<file path="src/rtl/piso_serial_tx.sv">
// Parallel-in serial-out frame transmitter: start bit, DATA_W bits LSB first, optional parity, stop bit.
// Optional even-parity bit between data and stop is enabled by defining PIS_PARITY_EN.
module piso_serial_tx #(
  parameter int DATA_W       = 8,
  parameter int CLKS_PER_BIT = 4
) (
  input  logic              clk,
  input  logic              rst,
  input  logic [DATA_W-1:0] tx_data,
  input  logic              tx_valid,
  output logic              tx_ready,
  output logic              tx_serial,
  output logic              tx_busy,
  output logic              tx_done
);

  // Handshake: a word transfers on a rising clk edge where tx_valid && tx_ready;
  // tx_ready depends only on registered state and rst, never on tx_valid.

  localparam int CW = (CLKS_PER_BIT > 1) ? $clog2(CLKS_PER_BIT) : 1;
  localparam int BW = (DATA_W > 1) ? $clog2(DATA_W) : 1;
  localparam logic [CW-1:0] C_LAST = CW'(CLKS_PER_BIT - 1);
  localparam logic [BW-1:0] B_LAST = BW'(DATA_W - 1);

`ifdef PIS_PARITY_EN
  typedef enum logic [2:0] {S_IDLE, S_START, S_DATA, S_PARITY, S_STOP} state_t;
`else
  typedef enum logic [1:0] {S_IDLE, S_START, S_DATA, S_STOP} state_t;
`endif

  state_t            state, state_n;
  logic [DATA_W-1:0] shreg, shreg_n;
  logic [CW-1:0]     cnt, cnt_n;
  logic [BW-1:0]     bit_cnt, bit_cnt_n;
  logic              serial_n, busy_n, done_n;
  logic              bit_end;
`ifdef PIS_PARITY_EN
  logic              parity, parity_n;
`endif

  assign tx_ready = (state == S_IDLE) && !rst;
  assign bit_end  = (cnt == C_LAST);

  always_ff @(posedge clk or posedge rst) begin
    if (rst) begin
      state     <= S_IDLE;
      shreg     <= '0;
      cnt       <= '0;
      bit_cnt   <= '0;
      tx_serial <= 1'b1;
      tx_busy   <= 1'b0;
      tx_done   <= 1'b0;
`ifdef PIS_PARITY_EN
      parity    <= 1'b0;
`endif
    end else begin
      state     <= state_n;
      shreg     <= shreg_n;
      cnt       <= cnt_n;
      bit_cnt   <= bit_cnt_n;
      tx_serial <= serial_n;
      tx_busy   <= busy_n;
      tx_done   <= done_n;
`ifdef PIS_PARITY_EN
      parity    <= parity_n;
`endif
    end
  end

  always_comb begin
    state_n   = state;
    shreg_n   = shreg;
    cnt_n     = cnt;
    bit_cnt_n = bit_cnt;
    serial_n  = tx_serial;
    busy_n    = tx_busy;
    done_n    = 1'b0;
`ifdef PIS_PARITY_EN
    parity_n  = parity;
`endif
    unique case (state)
      S_IDLE: begin
        serial_n  = 1'b1;
        busy_n    = 1'b0;
        cnt_n     = '0;
        bit_cnt_n = '0;
        if (tx_valid && tx_ready) begin
          state_n  = S_START;
          shreg_n  = tx_data;
          serial_n = 1'b0;
          busy_n   = 1'b1;
`ifdef PIS_PARITY_EN
          parity_n = ^tx_data;
`endif
        end
      end
      S_START: begin
        if (bit_end) begin
          cnt_n    = '0;
          state_n  = S_DATA;
          serial_n = shreg[0];
          shreg_n  = shreg >> 1;
        end else begin
          cnt_n = cnt + 1'b1;
        end
      end
      S_DATA: begin
        if (bit_end) begin
          cnt_n = '0;
          if (bit_cnt == B_LAST) begin
            bit_cnt_n = '0;
`ifdef PIS_PARITY_EN
            state_n  = S_PARITY;
            serial_n = parity;
`else
            state_n  = S_STOP;
            serial_n = 1'b1;
`endif
          end else begin
            // Shift register already holds the next bit in its LSB.
            bit_cnt_n = bit_cnt + 1'b1;
            serial_n  = shreg[0];
            shreg_n   = shreg >> 1;
          end
        end else begin
          cnt_n = cnt + 1'b1;
        end
      end
`ifdef PIS_PARITY_EN
      S_PARITY: begin
        if (bit_end) begin
          cnt_n    = '0;
          state_n  = S_STOP;
          serial_n = 1'b1;
        end else begin
          cnt_n = cnt + 1'b1;
        end
      end
`endif
      S_STOP: begin
        if (bit_end) begin
          cnt_n    = '0;
          state_n  = S_IDLE;
          serial_n = 1'b1;
          busy_n   = 1'b0;
          done_n   = 1'b1;
        end else begin
          cnt_n = cnt + 1'b1;
        end
      end
      default: begin
        state_n  = S_IDLE;
        serial_n = 1'b1;
        busy_n   = 1'b0;
      end
    endcase
  end

endmodule

</file>
<file path="config.mk">
export PLATFORM = sky130hd
export DESIGN_NAME = piso_serial_tx
export DESIGN_NICKNAME = d
export VERILOG_FILES = /design/src/rtl/piso_serial_tx.sv
export SDC_FILE = /design/constraint.sdc
export NUM_CORES = 1
export LEC_CHECK = 0
export BUFFER_PORTS_ARGS = -buffer_cell sky130_fd_sc_hd__buf_4
export CAP_MARGIN = 20
export CORE_MARGIN = 2
export CORE_UTILIZATION = 55
export CTS_CLUSTER_DIAMETER = 30
export DETAILED_ROUTE_END_ITERATION = 10
export PLACE_DENSITY = 0.88
export SYNTH_ARGS = -nofsm -noshare
export SYNTH_HDL_FRONTEND = slang
export SYNTH_SLANG_ARGS = --single-unit
</file>
<file path="constraint.sdc">
create_clock -name clk -period 4.4 [get_ports clk]
set_clock_uncertainty 0.2 [all_clocks]
set_input_delay 0.22 -clock clk [delete_from_list [all_inputs] [get_ports clk]]
set_output_delay 0.22 -clock clk [all_outputs]
set_load 0.1 [all_outputs]
</file>
==> out/results.ini <==
[run_status]
status=finished, final reports clean

[final_layout]
layout_common_cells=17 x mux2_2, 17 x dfrtp_1, 14 x buf_4
fin_nets=120
area_growth_pct=16.1
drive_gt1_share_pct=43.4
antenna_cells=0
final.fill_count=140
final_cells=124
postLayoutCoreUtil_pct=69.2

[pwr]
power_density_nw_per_um2=813
pwr-share-comb_pct=60.6
internal-power_mw=0.566
swShare_pct=42.4
p_switching_mw=0.417
ir_worst_vdd_mv=0.493
p_clk_share_pct=10.6
leakage_nw=0.572
seqPwrFrac_pct=28.7

[routing]
drt_iter0_drc=16
vias=665
ant_nets=0
avgRoutedWirePerCell_um=13.3
vias_per_cell=5.36
firstDrtPassIters=4
wirelength_um=1650
drc=0

[floorplanning]
ios=15
die_y_um=47.5
design.core.area_um2=1750
die_x_um=47.5
die_area_um2=2260
initial_core_util_pct=59.6
std_cell_rows=15

[clock_tree]
clk_pin_slew_ns=0.11
cts.path.max_buffers=2
cts_root_buffer=clkbuf_4
htree_levels=1
clock_latency_ns=0.30
numCtsBuffers=3
cts_setup_buffers=0
cts_tree=yes
clkSinkCount=18

[yosys]
synth_cell_types=29
syn_inst=82
syn_area_um2=1040
synth_warnings=0
syn_nets=102
netlist.area_leader.share_pct=40.9
synth.avg_cell_area_um2=12.7
ys_ff_latch=18
ys_seq_area_share_pct=43.4
yosys.area.top_type=dfrtp_1
synth.area.top_cells=dfrtp_1 41%, mux2_2 18%, ha_1 11%, dfstp_2 2.5%, nor2b_1 2.4%

[global_routing]
overflow=0
grt_antenna_before_repair=0
grt_max_degree=19
grt_pass1_wl_um=2760
first_global_vias=638
grt_usage_pct=18.3

[setup_path]
cp.required_ns=3.98
end_kind=output pin
crit_type=reg2out
cp-start-kind=register
path_max_fanout=7
crit_arrival_ns=1.68

[worst_hold_path]
hold_class=in2reg

[sta]
max_slew_margin_pct=55.2
hold_viol_final=0
finalCritPeriodShare_pct=47.6
whs_ns=0.0676
rsz0062_at_grt=no
fin_crit_ns=2.10
fmax_mhz=477
maxSlewViolCount=0
setup_tns_ns=0
final-setup-viol-count=0
worstMarginPinSlew_ns=0.671

[placement]
dpl.cell_count=119
io_buffer_count=14
dp_hpwl_um=1240
gp_congestion=0.755

[run]
maxCapViolations=0

==> logic make-up after synthesis <==
logic type | Yosys count | synth area share, %
multiplexers | 19 | 20.4
buffers and inverters | 8 | 3.61
AO/OA/AOI/OAI | 12 | 11.7
AND/OR/NAND/NOR | 16 | 10.1
adder cells (fa/ha/maj) | 9 | 10.8
flip-flops | 18 | 43.4
==> sequential cells by signal, indices dropped and copies added (netlist names) <==
signal and cells:
tx_done 1, bit_cnt 3, tx_busy 1, state 2, cnt 2, shreg 8, tx_serial 1
==> worst max-delay path: stages (launching register included) <==
cell and delay [ns]:
dfrtp_1 0.43, inv_1 0.13, ha_1 0.34, nor2b_1 0.18, buf_4 0.30
==> power by group through the flow <==
stage          Sequential [mW]  Clock [mW]  Combinational [mW]
6_report                 0.282       0.105               0.596
3_5_place_dp             0.286           0               0.600
2_1_floorplan            0.341           0               0.453
3_3_place_gp             0.281           0               0.584
5_1_grt                  0.291       0.114               0.648
4_1_cts                  0.283       0.105               0.600
==> through the flow <==
stage | setup WS, ns | power, mW | area, µm²
2_1_floorplan | 1.81 | 0.794 | 1040
3_3_place_gp | 2.47 | 0.865 | 1160
3_5_place_dp | 2.46 | 0.886 | 1160
4_1_cts | 2.31 | 0.987 | 1210
5_1_grt | 2.23 | 1.05 | 1210
6_report | 2.30 | 0.983 | 1210
==> layer usage <==
layer	vias up	track usage, %	wire (µm)
li1	324	-	-
met1	324	23.4	766
met2	12	28.4	789
met3	5	2.26	42
met4	0	13.3	49
met5	-	0	0
==> cell usage after synthesis <==
cell type and count:
buf_6 1, dfstp_2 1, nand2b_1 1, nand3_4 1, clkbuf_1 1, nor2b_1 4
inv_2 1, mux2_2 17, o21ai_4 1, a32o_1 1, mux2i_1 1, ha_1 9
nor2_1 5, nand3_1 1, a21oi_1 2, nand3_2 1, o31ai_4 1, a21oi_4 1
nor3_1 1, mux2_1 1, o311ai_0 1, a22o_1 2, inv_1 5, o21ai_0 1
nand2b_4 1, o31ai_1 1, a32oi_1 1, nand2_1 1, dfrtp_1 17
==> path summary, 6_finish.rpt <==
kind / startpoint / to / slack, ns / cells past startpoint
setup / recovery: state[0] / tx_ready / 2.30 / 4
hold / removal: tx_data[1] / shreg[1] / 0.07 / 3
setup reg to reg: state[0] / state[1] / 2.41 / 5
hold reg to reg: cnt[0] / cnt[0] / 0.25 / 1
max in group asynchronous: rst / shreg[4] / 3.19 / 3
min in group asynchronous: rst / tx_busy / 0.38 / 3
==> layout make-up <==
class | count | area [µm²] | share of cell area, %
multi-input combinational | 56 | 552 | 45.7
sequential | 18 | 452 | 37.4
timing repair buffer | 15 | 115 | 9.52
clock buffer | 4 | 36.3 | 3.00
tap | 25 | 31.3 | 2.59
inverter | 6 | 22.5 | 1.86
==> what timing repair did <==
item,4_1_cts,5_1_grt
hold buffers,1,0
endpoints found under the hold margin,17,0
gates resized for setup,0,0
Note: power is estimated with default switching activity, not from simulation.
